===== config.mk =====
export PLATFORM = sky130hd
export DESIGN_NAME = hazard_scoreboard_flat
export DESIGN_NICKNAME = d
export VERILOG_FILES = /design/src/rtl/hazard_scoreboard_if.sv /design/src/rtl/hazard_scoreboard.sv /design/src/flat_wrapper.sv
export SDC_FILE = /design/constraint.sdc
export NUM_CORES = 1
export LEC_CHECK = 0
export CAP_MARGIN = 20
export CORE_MARGIN = 8
export CORE_UTILIZATION = 36
export CTS_CLUSTER_DIAMETER = 50
export CTS_CLUSTER_SIZE = 16
export DETAILED_ROUTE_END_ITERATION = 8
export GPL_TIMING_DRIVEN = 0
export PLACE_DENSITY = 0.83
export SYNTH_ARGS = -nofsm -noshare
export SYNTH_HDL_FRONTEND = slang
export SYNTH_SLANG_ARGS = --single-unit

===== constraint.sdc =====
create_clock -name clk -period 4.4 [get_ports clk]
set_input_delay 0.66 -clock clk [delete_from_list [all_inputs] [get_ports clk]]
set_output_delay 0.66 -clock clk [all_outputs]
set_load 0.02 [all_outputs]

===== src/rtl/hazard_scoreboard_if.sv =====
// rtl/hazard_scoreboard_if.sv - decode-side bus between the core and the hazard scoreboard
interface hazard_scoreboard_if #(
  parameter int XLEN  = 32,
  parameter int DEPTH = 3,
  parameter int CNT_W = 32
);
  logic                  issue_valid;
  logic                  issue_wb_en;
  logic                  issue_from_mem;
  logic [4:0]            issue_rd_addr;
  logic [4:0]            rs1_addr;
  logic [4:0]            rs2_addr;
  logic                  use_rs1;
  logic                  use_rs2;
  logic [XLEN-1:0]       rs1_reg;
  logic [XLEN-1:0]       rs2_reg;
  logic [DEPTH*XLEN-1:0] stage_val;
  logic                  flush;
  logic                  stall;
  logic [XLEN-1:0]       rs1_val;
  logic [XLEN-1:0]       rs2_val;
  logic                  rs1_late;
  logic                  rs2_late;
  logic [CNT_W-1:0]      stall_count;
  logic [CNT_W-1:0]      fwd_count;

  modport master (
    output issue_valid, issue_wb_en, issue_from_mem, issue_rd_addr,
    output rs1_addr, rs2_addr, use_rs1, use_rs2, rs1_reg, rs2_reg,
    output stage_val, flush,
    input  stall, rs1_val, rs2_val, rs1_late, rs2_late, stall_count, fwd_count
  );

  modport slave (
    input  issue_valid, issue_wb_en, issue_from_mem, issue_rd_addr,
    input  rs1_addr, rs2_addr, use_rs1, use_rs2, rs1_reg, rs2_reg,
    input  stage_val, flush,
    output stall, rs1_val, rs2_val, rs1_late, rs2_late, stall_count, fwd_count
  );
endinterface


===== src/rtl/hazard_scoreboard.sv =====
// rtl/hazard_scoreboard.sv - DEPTH-slot writer tracker resolving rs1/rs2 forwarding and load-use stalls
module hazard_scoreboard #(
  parameter int XLEN       = 32,
  parameter int DEPTH      = 3,
  parameter int LOAD_READY = 3,
  parameter int CNT_W      = 32
) (
  input logic              clk,
  input logic              rst,
  hazard_scoreboard_if.slave bus
);

  logic [DEPTH:1]  slot_valid;
  logic [DEPTH:1]  slot_wb;
  logic [DEPTH:1]  slot_mem;
  logic [4:0]      slot_rd [1:DEPTH];

  logic [4:0]      op_addr [2];
  logic            op_use  [2];
  logic [XLEN-1:0] op_reg  [2];
  logic [XLEN-1:0] op_val  [2];
  logic            op_late [2];
  logic            op_fwd  [2];
  logic            op_haz  [2];

  logic            hit;
  logic            hit_mem;
  int              hit_k;
  logic [XLEN-1:0] hit_val;

  logic            stall;
  logic [1:0]      fwd_inc;
  logic [CNT_W:0]  fwd_sum;
  logic [CNT_W-1:0] stall_cnt;
  logic [CNT_W-1:0] fwd_cnt;

  assign op_addr[0] = bus.rs1_addr;
  assign op_addr[1] = bus.rs2_addr;
  assign op_use[0]  = bus.use_rs1;
  assign op_use[1]  = bus.use_rs2;
  assign op_reg[0]  = bus.rs1_reg;
  assign op_reg[1]  = bus.rs2_reg;

  // Scan oldest to youngest so the lowest-numbered matching slot is the one left standing.
  always_comb begin
    hit     = 1'b0;
    hit_mem = 1'b0;
    hit_k   = 0;
    hit_val = '0;
    for (int n = 0; n < 2; n++) begin
      op_val[n]  = '0;
      op_late[n] = 1'b0;
      op_fwd[n]  = 1'b0;
      op_haz[n]  = 1'b0;
      hit        = 1'b0;
      hit_mem    = 1'b0;
      hit_k      = 0;
      hit_val    = '0;
      for (int k = DEPTH; k >= 1; k--) begin
        if (slot_valid[k] && slot_wb[k] && slot_rd[k] == op_addr[n] &&
            op_addr[n] != 5'd0 && op_use[n]) begin
          hit     = 1'b1;
          hit_mem = slot_mem[k];
          hit_k   = k;
          hit_val = bus.stage_val[k*XLEN-1 -: XLEN];
        end
      end
      if (!hit) begin
        op_val[n] = op_reg[n];
      end else if (hit_mem && hit_k < LOAD_READY) begin
        op_haz[n] = 1'b1;
      end else if (!hit_mem && hit_k == 1) begin
        op_late[n] = 1'b1;
      end else begin
        op_fwd[n] = 1'b1;
        op_val[n] = hit_val;
      end
    end
  end

  assign stall   = bus.issue_valid && !bus.flush && (op_haz[0] || op_haz[1]);
  assign fwd_inc = 2'(op_fwd[0] | op_late[0]) + 2'(op_fwd[1] | op_late[1]);
  assign fwd_sum = {1'b0, fwd_cnt} + (CNT_W+1)'(fwd_inc);

  // A flush kills both the decode instruction and the one entering slot 2.
  always_ff @(posedge clk) begin
    if (rst) begin
      slot_valid <= '0;
      stall_cnt  <= '0;
      fwd_cnt    <= '0;
    end else begin
      slot_valid[1] <= bus.issue_valid && !stall && !bus.flush;
      slot_valid[2] <= slot_valid[1] && !bus.flush;
      for (int k = 3; k <= DEPTH; k++) begin
        slot_valid[k] <= slot_valid[k-1];
      end
      if (stall && stall_cnt != '1) begin
        stall_cnt <= stall_cnt + CNT_W'(1);
      end
      if (!stall && !bus.flush) begin
        fwd_cnt <= fwd_sum[CNT_W] ? '1 : fwd_sum[CNT_W-1:0];
      end
    end
  end

  always_ff @(posedge clk) begin
    slot_wb[1]  <= bus.issue_wb_en;
    slot_mem[1] <= bus.issue_from_mem;
    slot_rd[1]  <= bus.issue_rd_addr;
    for (int k = 2; k <= DEPTH; k++) begin
      slot_wb[k]  <= slot_wb[k-1];
      slot_mem[k] <= slot_mem[k-1];
      slot_rd[k]  <= slot_rd[k-1];
    end
  end

  assign bus.stall       = stall;
  assign bus.rs1_val     = op_val[0];
  assign bus.rs2_val     = op_val[1];
  assign bus.rs1_late    = op_late[0];
  assign bus.rs2_late    = op_late[1];
  assign bus.stall_count = stall_cnt;
  assign bus.fwd_count   = fwd_cnt;

endmodule


===== src/flat_wrapper.sv =====
// flat-port wrapper written by rule: the top's interface ports become plain ports
module hazard_scoreboard_flat 
#(
  parameter int XLEN       = 32,
  parameter int DEPTH      = 3,
  parameter int LOAD_READY = 3,
  parameter int CNT_W      = 32
)
  (clk, rst, bus_issue_valid, bus_issue_wb_en, bus_issue_from_mem, bus_issue_rd_addr, bus_rs1_addr, bus_rs2_addr, bus_use_rs1, bus_use_rs2, bus_rs1_reg, bus_rs2_reg, bus_stage_val, bus_flush, bus_stall, bus_rs1_val, bus_rs2_val, bus_rs1_late, bus_rs2_late, bus_stall_count, bus_fwd_count);
  hazard_scoreboard_if #(.XLEN(XLEN), .DEPTH(DEPTH), .CNT_W(CNT_W)) bus_i ();
  input logic clk;
  input logic rst;
  input wire logic [$bits(bus_i.issue_valid)-1:0] bus_issue_valid;
  input wire logic [$bits(bus_i.issue_wb_en)-1:0] bus_issue_wb_en;
  input wire logic [$bits(bus_i.issue_from_mem)-1:0] bus_issue_from_mem;
  input wire logic [$bits(bus_i.issue_rd_addr)-1:0] bus_issue_rd_addr;
  input wire logic [$bits(bus_i.rs1_addr)-1:0] bus_rs1_addr;
  input wire logic [$bits(bus_i.rs2_addr)-1:0] bus_rs2_addr;
  input wire logic [$bits(bus_i.use_rs1)-1:0] bus_use_rs1;
  input wire logic [$bits(bus_i.use_rs2)-1:0] bus_use_rs2;
  input wire logic [$bits(bus_i.rs1_reg)-1:0] bus_rs1_reg;
  input wire logic [$bits(bus_i.rs2_reg)-1:0] bus_rs2_reg;
  input wire logic [$bits(bus_i.stage_val)-1:0] bus_stage_val;
  input wire logic [$bits(bus_i.flush)-1:0] bus_flush;
  output wire logic [$bits(bus_i.stall)-1:0] bus_stall;
  output wire logic [$bits(bus_i.rs1_val)-1:0] bus_rs1_val;
  output wire logic [$bits(bus_i.rs2_val)-1:0] bus_rs2_val;
  output wire logic [$bits(bus_i.rs1_late)-1:0] bus_rs1_late;
  output wire logic [$bits(bus_i.rs2_late)-1:0] bus_rs2_late;
  output wire logic [$bits(bus_i.stall_count)-1:0] bus_stall_count;
  output wire logic [$bits(bus_i.fwd_count)-1:0] bus_fwd_count;
  assign bus_i.issue_valid = bus_issue_valid;
  assign bus_i.issue_wb_en = bus_issue_wb_en;
  assign bus_i.issue_from_mem = bus_issue_from_mem;
  assign bus_i.issue_rd_addr = bus_issue_rd_addr;
  assign bus_i.rs1_addr = bus_rs1_addr;
  assign bus_i.rs2_addr = bus_rs2_addr;
  assign bus_i.use_rs1 = bus_use_rs1;
  assign bus_i.use_rs2 = bus_use_rs2;
  assign bus_i.rs1_reg = bus_rs1_reg;
  assign bus_i.rs2_reg = bus_rs2_reg;
  assign bus_i.stage_val = bus_stage_val;
  assign bus_i.flush = bus_flush;
  assign bus_stall = bus_i.stall;
  assign bus_rs1_val = bus_i.rs1_val;
  assign bus_rs2_val = bus_i.rs2_val;
  assign bus_rs1_late = bus_i.rs1_late;
  assign bus_rs2_late = bus_i.rs2_late;
  assign bus_stall_count = bus_i.stall_count;
  assign bus_fwd_count = bus_i.fwd_count;
  hazard_scoreboard #(.XLEN(XLEN), .DEPTH(DEPTH), .LOAD_READY(LOAD_READY), .CNT_W(CNT_W)) u_core (.clk(clk), .rst(rst), .bus(bus_i));
endmodule

==> metrics.md, run 1 <==
| Metric | Value |
|---|---|
| Outcome | complete, no violations |
| Initial core utilization | 0.363 |
| Core area | 0.0157 mm2 |
| Cells after synthesis | 735 |
| H-tree depth | 3 |
| Total Routed Length | 26.0 mm |
| Root buffer cell | clkbuf_16 |
| Yosys cell types | 54 |
| Yosys top cell area share | 0.307 |
| Synth area leaders | dfxtp_1, o21ai_0, nand2_1, mux2i_1, a21oi_1 |
| Async S/R FF share, synth | 0 |
| Die H | 142 um |
| Grt ovf | 0 |
| Vias | 7134 |
| Clk sinks | 87 |
| Initial antenna violation count | 2 |
| P&R area growth vs syn | 64.6% |
| Worst Path Required | 3.74 ns |
| Dpl hpwl | 20.2 mm |
| Reg2Reg Depth | 18 |
| Final Hold Viols | 0 |
| Critical path, cell by cell | dlygate4sd2_1 > or4_4 > or2_2 > nand3_1 > nor4_2 > buf_2 > nor2_4 > clkbuf_4 > a22oi_1 > o21ai_0 > clkdlybuf4s50_1 |
| Max-Cap Viols | 0 |
| Arr. time, crit path | 3.65 ns |
| Synth Flop Type | dfxtp_1 |
| Post-synth EDFFs | 0 |
| Most frequent cells after synthesis | nand2_1, dfxtp_1, o21ai_0, a21oi_1, clkbuf_1 |
| IO Count | 314 |
| Largest net degree at the start of global routing | 20 |
| Global Route Usage Sum | 0.242 |
| Maximum fanout along the worst path | 10 |
| Nets | 1222 |
| RR Startpoint | u_core.slot_rd[0][10] |
| Worst Path Class, Setup | input port to output port |
| Critical R2R Capture | u_core.bus.fwd_count[16] |
| CP Capture Point | bus_rs1_val[2] |
| CP Launch Type | input port |
| Slowest stage delay, CP | 0.63 ns |
| Register area share after synthesis | 0.307 |
| Hold Path Stages | 0 |
| Initial DRC Count | 481 |
| Fmax | 0.232 GHz |
| Slowest cell on crit path | clkdlybuf4s50_1 |
| GP Congestion | 0.950 |
| Most numerous cell in the Yosys netlist | nand2_1 |
| WL/cell | 20.7 um |
| Max Clock Skew | 0.00901 ns |
| TritonRoute pass-1 iters | 5 |
| Period minus WS final | 4.31 ns |
| Worst-Margin Slew | 0.796 ns |
| Mapped Avg Cell Area | 7.73 um2 |
| Global-route wire length before repair | 38.5 mm |
| Bufs on Longest Clock Path | 2 |
| DIE AREA | 0.0201 mm2 |
| Routed Antenna Nets | 0 |
| Final Util | 0.597 |
| Total CTS buffers | 9 |
| Vias per Instance | 5.68 |
| Post-synth top area cell | dfxtp_1 |
| Seq cells post-synth | 87 |
| DIE WIDTH | 142 um |
| # hold bufs at CTS | 0 |
| Remaining DRCs | 0 |
| Clk_lat worst skew | 0.34 ns |
| Worst hold-check path type | register to register |
| Vias in the first global route | 7068 |
| Tcrit/Tclk final | 0.979 |
| Pwr dens | 204 mW/mm2 |
| Setup crit start | bus_rs1_addr[4] |
| Syn_nets | 923 |
| Max-slew headroom | 0.469 |
| Share of layout cells above drive strength 1 | 0.0895 |
| Num rows | 46 |
| Synth Cell Area | 0.00568 mm2 |
| Slew Limit Fails | 0 |
| Leakage | 3.38 nW |
| Syn. warnings | 0 |
| Hold_ws | 0.375 ns |
| Clk slew on worst S/H paths | 0.07 ns |
| Final setup vio count | 0 |
| Worst VDD drop | 0.179 mV |
| R2R setup slack | 0.51 ns |
| CTS tree | yes |
| PortBufs | 281 |
| CP endpoint kind | output port |
==> power breakdown <==
part           internal [W]  switching, W  total [W]
clock network      0.000388      0.000337   0.000725
logic              0.000209      0.000165   0.000374
registers          0.000799     0.0000123   0.000811
==> sequential cells by signal, indices dropped and copies added, names as in the netlist <==
signal	count
u_core.bus.stall_count	32
u_core.bus.fwd_count	32
u_core.slot_rd	15
u_core.slot_mem	2
u_core.slot_wb	3
u_core.slot_valid	3
==> repair_timing <==
item                                    4_1_cts  5_1_grt
pin swaps                                     6       10
endpoints found under the setup margin       95       83
hold endpoints to repair                      0        0
gates resized for setup                      41       72
buffers inserted                              5        2
==> layout by cell type (no fill, tap or decap), types with 15 or more instances in the layout <==
master,instances
nand3_1,21
nand4_1,24
nor2_1,23
o21ai_0,82
clkdlybuf4s50_1,247
and3_1,24
o31ai_1,15
a21oi_1,53
xnor2_1,20
a22oi_1,32
mux2i_1,33
a311oi_1,15
dfxtp_1,87
clkbuf_1,23
dlymetal6s2s_1,21
nand2_1,105
or3_1,15
or4_1,17
==> how the worst min path moves through the flow <==
stage,from,slack (ns),endpoint
finish,u_core.slot_wb[2],0.37,u_core.slot_wb[3]
global route,u_core.slot_wb[2],0.38,u_core.slot_wb[3]
CTS,u_core.slot_wb[2],0.37,u_core.slot_wb[3]
detailed placement,u_core.slot_wb[2],0.36,u_core.slot_wb[3]
global placement,u_core.slot_wb[2],0.36,u_core.slot_wb[3]
floorplan,u_core.slot_wb[2],0.35,u_core.slot_wb[3]
==> cell type report <==
cell class / count / area [um2]
diodes: 1 / 2.50
plain buffers: 50 / 278
clock buffers: 9 / 225
clock inverters: 7 / 55.1
fillers: 1420 / 6300
inverters: 5 / 18.8
multi-input cells: 592 / 3870
flip-flops and latches: 87 / 1740
well taps: 216 / 270
repair buffers: 289 / 2890
==> kinds of logic (layout without fill, tap and decap cells) <==
family,Yosys count,count (layout),share of synthesized area
buffers and inverters,56,360,0.0454
adder cells (fa/ha/maj),5,5,0.0123
AO/OA/AOI/OAI,238,238,0.265
multiplexers,35,35,0.0621
XOR/XNOR,31,31,0.0478
other,0,1,0
flip-flops,87,87,0.307
AND/OR/NAND/NOR,283,283,0.261
==> metal layers <==
metal / GRT usage / wire, um / vias to the layer above / share of wire
li1: - / - / 3387 / -
met3: 0.0534 / 1760 / 59 / 0.068
met4: 0.109 / 968 / 2 / 0.037
met5: 0 / 8 / - / 0.00031
met2: 0.443 / 13200 / 323 / 0.51
met1: 0.262 / 10100 / 3363 / 0.39
==> stage by stage <==
step / setup WS (ns) / TNS, ns / power (W) / instances / instance area (um2)
final: 0.0923 / 0 / 0.00191 / 1256 / 9350
after global routing: -0.0249 / -0.0841 / 0.00197 / 1256 / 9350
after CTS: -0.0216 / -0.0358 / 0.00191 / 1253 / 9180
after global placement: -1.60 / -82.35 / 0.00119 / 1232 / 8770
after floorplan: 0.00131 / 0 / 0.000953 / 735 / 5690
after detailed placement: -1.76 / -71.70 / 0.00120 / 1233 / 8780
==> worst max-delay path, delay by kind of cell <==
| family | cells | cell delay [ns] |
|---|---|---|
| compound gates | 2 | 0.26 |
| buf+inv | 4 | 1.39 |
| simple gates | 5 | 1.33 |
(Power assumes the default switching activity.)
==> run 2, diff against run 1 <==
Settings changed: CELL_PAD_IN_SITES_DETAIL_PLACEMENT set to 1, CELL_PAD_IN_SITES_GLOBAL_PLACEMENT set to 1, CORE_UTILIZATION 36 to 24, PLACE_DENSITY 0.83 to 0.81.
==> run 2 against run 1 <==
  * Sequential share of layout area decreased by 0.31 points
  * Utilization decreased by 19 points
  * Hold slack improved by 0.017 ns
  * Critical path type is now input port to register
  * Design area increased by 1.7%
  * Combinational power increased by 4%
  * Wire length increased by 15%
  * Register-to-register slack got worse by 0.10 ns
  * Clock power increased by 12%
  * Largest power group unchanged
  * Critical path depth increased by 6
  * Count of clock-buffer cells in the layout increased by 2
==> metrics.md, run 2 (synthesis results as in run 1) <==
| Metric | Value |
|---|---|
| GP Congestion | 0.896 (was 0.950) |
| TritonRoute pass-1 iters | 6 (was 5) |
| Outcome | complete, no violations (unchanged) |
| H-tree depth | 3 (unchanged) |
| Global-route wire length before repair | 44.5 mm (was 38.5 mm) |
| Global Route Usage Sum | 0.195 (was 0.242) |
| Num rows | 56 (was 46) |
| Total Routed Length | 29.8 mm (was 26.0 mm) |
| Vias | 7204 (was 7134) |
| Nets | 1224 (was 1222) |
| Commonest non-fill, non-tap cell in the layout | clkdlybuf4s50_1 (unchanged) |
| Routed Antenna Nets | 0 (unchanged) |
| Final setup vio count | 0 (unchanged) |
| Core area | 0.0233 mm2 (was 0.0157 mm2) |
| Max-Cap Viols | 0 (unchanged) |
| Design area | 0.00951 mm2 (was 0.00935 mm2) |
| DIE WIDTH | 170 um (was 142 um) |
| IO Count | 314 (unchanged) |
| Initial DRC Count | 413 (was 481) |
| Clk sinks | 87 (unchanged) |
| WL/cell | 21.9 um (was 20.7 um) |
| Grt ovf | 0 (unchanged) |
| Worst VDD drop | 0.148 mV (was 0.179 mV) |
| Unrepaired setup endpoints after global routing | true |
| Tcrit/Tclk final | 0.983 (was 0.979) |
| DIE AREA | 0.0289 mm2 (was 0.0201 mm2) |
| CTS tree | yes (unchanged) |
| Bufs on Longest Clock Path | 2 (unchanged) |
| Worst Path Required | 4.66 ns (was 3.74 ns) |
| Initial core utilization | 0.244 (was 0.363) |
| Worst Path Class, Setup | input port to register (was input port to output port) |
| PortBufs | 281 (unchanged) |
| Total CTS buffers | 9 (unchanged) |
| Vias per Instance | 5.29 (was 5.68) |
| Pwr dens | 212 mW/mm2 (was 204 mW/mm2) |
| Final Hold Viols | 0 (unchanged) |
| Slew Limit Fails | 0 (unchanged) |
| Clk slew on worst S/H paths | 0.07 ns (about the same) |
| Root buffer cell | clkbuf_16 (unchanged) |
| Max Clock Skew | 0.00979 ns (was 0.00901 ns) |
| Worst hold-check path type | register to register (unchanged) |
| Worst-Margin Slew | 0.739 ns (was 0.796 ns) |
| Vias in the first global route | 7613 (was 7068) |
| Fmax | 0.231 GHz (was 0.232 GHz) |
| Largest net degree at the start of global routing | 20 (unchanged) |
| Clk_lat worst skew | 0.35 ns (was 0.34 ns) |
| Commonest cells after routing, fill and taps aside | clkdlybuf4s50_1, nand2_1, dfxtp_1, o21ai_0, a21oi_1 (unchanged) |
| Post-place instance area | 0.00891 mm2 (was 0.00878 mm2) |
| Maximum fanout along the worst path | 10 (unchanged) |
| Remaining DRCs | 0 (unchanged) |
| Die H | 170 um (was 142 um) |
| Initial antenna violation count | 2 (unchanged) |
| Arr. time, crit path | 4.59 ns (was 3.65 ns) |
| Leakage | 3.25 nW (was 3.38 nW) |
| Period minus WS final | 4.33 ns (was 4.31 ns) |
| P&R area growth vs syn | 67.4% (was 64.6%) |
| Dpl hpwl | 24.0 mm (was 20.2 mm) |
| CP Launch Type | input port (unchanged) |
| Share of layout cells above drive strength 1 | 0.0970 (was 0.0895) |
| # hold bufs at CTS | 0 (unchanged) |
| Hold_ws | 0.392 ns (was 0.375 ns) |
| Max-slew headroom | 0.507 (was 0.469) |
| CP endpoint kind | register (was output port) |
run 2: cell count changes in the layout (fill, tap and decap cells not counted), moves of 2 or more:
| cell | change |
|---|---|
| o21ai_1 | +2 |
| clkbuf_2 | +2 |
| buf_4 | +4 |
| o21ai_0 | -2 |
| clkbuf_4 | -3 |
| clkdlybuf4s50_1 | +20 |
| a211oi_1 | -3 |
| a211oi_2 | +3 |
| inv_6 | -2 |
| a311oi_1 | -2 |
| dlymetal6s2s_1 | -19 |
| a311oi_2 | +2 |
run 2: power breakdown:
part           internal (W)  leakage [nW]  total, W  switching (W)
combinational      0.000212          2.39  0.000389       0.000177
sequential         0.000799         0.709  0.000812      0.0000134
clock              0.000462         0.148  0.000811       0.000349
run 2: layout make-up:
| cell class | instances | area, um2 |
|---|---|---|
| sequential | 87 | 1740 |
| clock inverter | 5 | 66.3 |
| clock buffer | 11 | 243 |
| buffer | 47 | 255 |
| tap | 319 | 399 |
| inverter | 5 | 18.8 |
| antenna | 2 | 5.00 |
| multi-input combinational | 592 | 3890 |
| fill | 2816 | 13800 |
| timing repair buffer | 294 | 2890 |
run 2: repair_timing:
action	in CTS	in global routing
gates resized for setup	55	29
setup endpoints to repair	95	76
setup buffers	9	3
pin swaps	11	9
run 2: layer usage:
metal,wire (um),vias to the layer above,share of wire,track usage
met1,11600,3513,0.39,0.211
met5,0,-,0,0
met4,817,0,0.027,0.0720
met3,2040,44,0.068,0.0494
met2,15300,269,0.51,0.362
li1,-,3378,-,-
run 2: path summary, 6_finish.rpt:
kind | start | endpoint | slack, ns | cells past startpoint
worst max-delay path | bus_rs1_addr[1] | u_core.bus.fwd_count[13] | 0.07 | 17
worst min-delay path | u_core.slot_wb[2] | u_core.slot_wb[3] | 0.39 | 0
worst max register to register | u_core.slot_rd[0][14] | u_core.bus.fwd_count[13] | 0.41 | 16
worst min register to register | u_core.slot_wb[2] | u_core.slot_wb[3] | 0.39 | 0
run 2: worst max-delay path, stage by stage:
cell	delay [ns]
dlygate4sd2_1	0.30
or4_4	0.56
o21ai_4	0.25
nor4_4	0.09
mux2_2	0.28
a21o_1	0.21
ha_1	0.31
ha_2	0.20
fa_2	0.22
and2_4	0.18
nand3_4	0.10
nor4_4	0.34
nand2_4	0.11
and2_1	0.16
buf_2	0.18
buf_6	0.18
a311oi_2	0.26
run 2: stage by stage:
stage	instances	TNS, ns	utilization	setup WS [ns]	total power [W]
after floorplan	735	0	-	0.00131	0.000953
after global placement	1335	-97.53	0.381	-1.82	0.00120
after detailed placement	1336	-82.01	0.382	-1.92	0.00121
after CTS	1359	0	0.404	0.0126	0.00203
after global routing	1362	-0.423	0.408	-0.0922	0.00208
final	1362	0	0.408	0.0736	0.00201
==> run 3, diff against run 2 <==
Settings changed: RECOVER_POWER set to 100.
==> run 3 against run 2 <==
  * Register-to-register slack about the same
  * Power about the same
  * Sequential cell count unchanged
  * Die area unchanged
  * Worst setup slack improved by 0.0016 ns
  * Non-clock buffer count unchanged
  * Utilization decreased by 0.070 points
  * Sequential share of layout area about the same
  * Wire length decreased by 0.24%
  * Hold slack got worse by 0.0023 ns
  * Critical endpoint unchanged
  * Largest cell class unchanged
  * Highest routed layer unchanged
==> metrics.md, run 3 (synthesis results as in run 1) <==
| Metric | Value |
|---|---|
| Outcome | complete, no violations (unchanged) |
| Cell-internal power | 0.00147 W (about the same) |
| Clk slew on worst S/H paths | 0.07 ns (about the same) |
| Largest net degree at the start of global routing | 20 (unchanged) |
| Max-slew headroom | 0.500 (was 0.507) |
| Initial antenna violation count | 2 (unchanged) |
| Commonest cells after routing, fill and taps aside | clkdlybuf4s50_1, nand2_1, dfxtp_1, o21ai_0, dlygate4sd3_1 (was clkdlybuf4s50_1, nand2_1, dfxtp_1, o21ai_0, a21oi_1) |
| Comb pwr share | 0.192 (was 0.193) |
| P&R area growth vs syn | 67.1% (was 67.4%) |
| Worst hold-check path type | register to register (unchanged) |
| CTS tree | yes (unchanged) |
| Commonest non-fill, non-tap cell in the layout | clkdlybuf4s50_1 (unchanged) |
| Max-Cap Viols | 0 (unchanged) |
| Max Clock Skew | 0.0114 ns (was 0.00979 ns) |
| Crit path top cell by count | nor4_4 (unchanged) |
| Pwr dens | 212 mW/mm2 (about the same) |
| Initial core utilization | 0.244 (unchanged) |
| Vias per Instance | 5.28 (was 5.29) |
| Reg power frac | 0.404 (about the same) |
| Vias in the first global route | 7613 (unchanged) |
| Worst Path Required | 4.66 ns (about the same) |
| Multi-input logic area | 0.00388 mm2 (was 0.00389 mm2) |
| Slowest stage delay, CP | 0.56 ns (about the same) |
| Buf/Inv on CP | 3 (unchanged) |
| Worst Path Class, Setup | input port to register (unchanged) |
| Register area | 0.00174 mm2 (unchanged) |
| Num rows | 56 (unchanged) |
| Final setup vio count | 0 (unchanged) |
| Remaining DRCs | 0 (unchanged) |
| CP endpoint kind | register (unchanged) |
| Worst VDD drop | 0.149 mV (was 0.148 mV) |
| PortBufs | 281 (unchanged) |
| # hold bufs at CTS | 0 (unchanged) |
| Slew Limit Fails | 0 (unchanged) |
| DIE WIDTH | 170 um (unchanged) |
| IO Count | 314 (unchanged) |
| Maximum fanout along the worst path | 10 (unchanged) |
| Fmax | 0.231 GHz (about the same) |
| Fin Setup TNS | 0 ns (unchanged) |
| Nets | 1224 (unchanged) |
| Arr. time, crit path | 4.59 ns (about the same) |
| Dpl hpwl | 24.0 mm (unchanged) |
| Critical path, cell by cell | dlygate4sd2_1 > or4_4 > o21ai_4 > nor4_4 > mux2_2 > a21o_1 > ha_1 > ha_2 > fa_2 > and2_4 > nand3_4 > nor4_4 > nand2_4 > and2_1 > buf_2 > buf_6 > a311oi_2 (unchanged) |
| Switching portion of total power | 0.268 (about the same) |
| CP delay by family, top | simple AND/OR/NAND/NOR gates (unchanged) |
| Clk sinks | 87 (unchanged) |
| H-tree depth | 3 (unchanged) |
| Period minus WS final | 4.32 ns (was 4.33 ns) |
| Worst-Margin Slew | 0.750 ns (was 0.739 ns) |
| Leakage | 3.47 nW (was 3.25 nW) |
| Total Routed Length | 29.7 mm (was 29.8 mm) |
| Die H | 170 um (unchanged) |
| Bufs on Longest Clock Path | 2 (unchanged) |
| Initial DRC Count | 417 (was 413) |
| Root buffer cell | clkbuf_16 (unchanged) |
| Total CTS buffers | 9 (unchanged) |
| Slowest cell on crit path | or4_4 (unchanged) |
| Hold_ws | 0.389 ns (was 0.392 ns) |
| Clk_lat worst skew | 0.35 ns (about the same) |
| Vias | 7190 (was 7204) |
| Grt ovf | 0 (unchanged) |
| Psw | 0.000539 W (about the same) |
| Final Util | 0.407 (was 0.408) |
| GP Congestion | 0.896 (unchanged) |
| TritonRoute pass-1 iters | 4 (was 6) |
| CP Launch Type | input port (unchanged) |
| Share of layout cells above drive strength 1 | 0.0941 (was 0.0970) |
| Global-route wire length before repair | 44.5 mm (unchanged) |
| Global Route Usage Sum | 0.195 (unchanged) |
| DIE AREA | 0.0289 mm2 (unchanged) |
| Unrepaired setup endpoints after global routing | true (unchanged) |
| Clk pwr share | 0.404 (was 0.403) |
| Final Hold Viols | 0 (unchanged) |
| Tcrit/Tclk final | 0.983 (about the same) |
| Fillcell total | 2821 (was 2816) |
| Core area | 0.0233 mm2 (unchanged) |
| Routed Antenna Nets | 0 (unchanged) |
| WL/cell | 21.8 um (was 21.9 um) |
[run 3: changes by cell type in the layout (fill, tap and decap cells not counted), sizes merged]
cell / before / now
clkdlybuf4s50: 267 / 195
dlygate4sd3: 0 / 72
buf: 26 / 25
clkbuf: 48 / 49
[run 3: path summary, 6_finish.rpt]
kind / from / to / slack, ns / cells after the start
worst max-delay path: bus_rs1_addr[1] / u_core.bus.fwd_count[13] / 0.08 / 17
worst min-delay path: u_core.slot_wb[2] / u_core.slot_wb[3] / 0.39 / 0
worst max register to register: u_core.slot_rd[0][14] / u_core.bus.fwd_count[13] / 0.41 / 16
worst min register to register: u_core.slot_wb[2] / u_core.slot_wb[3] / 0.39 / 0
[run 3: per-stage QoR]
| stage | setup WS (ns) | instances | cell area [um2] | power [W] |
|---|---|---|---|---|
| floorplan | 0.00131 | 735 | 5690 | 0.000953 |
| global placement | -1.82 | 1335 | 8900 | 0.00120 |
| detailed placement | -1.92 | 1336 | 8910 | 0.00121 |
| CTS | 0.0126 | 1359 | 9430 | 0.00203 |
| global route | -0.0919 | 1362 | 9500 | 0.00208 |
| finish | 0.0752 | 1362 | 9500 | 0.00201 |
[run 3: repair_timing]
item | CTS | global route
gates cloned | 0 | 0
pin swaps | 11 | 9
setup endpoints to repair | 95 | 76
setup buffers | 9 | 3
resized for setup | 55 | 29
[run 3: cell type report]
class / count / area share
inverters: 5 / 0.00198
clock inverters: 5 / 0.00698
clock buffers: 11 / 0.0256
flip-flops and latches: 87 / 0.183
plain buffers: 47 / 0.0261
well taps: 319 / 0.0420
repair buffers: 294 / 0.304
diodes: 2 / 0.000527
multi-input cells: 592 / 0.409
[run 3: layer usage]
metal / track usage / vias to the layer above / share of wire
met4: 0.0720 / 0 / 0.027
met5: 0 / - / 0
li1: - / 3384 / -
met1: 0.211 / 3498 / 0.39
met2: 0.362 / 266 / 0.51
met3: 0.0494 / 42 / 0.070
[run 3: power groups by stage]
stage / Clock (W) / Sequential, W / Combinational, W
after detailed placement: 0 / 0.000830 / 0.000382
final: 0.000812 / 0.000812 / 0.000387
after global placement: 0 / 0.000828 / 0.000375
after CTS: 0.000828 / 0.000812 / 0.000386
after floorplan: 0 / 0.000827 / 0.000125
after global routing: 0.000859 / 0.000813 / 0.000411
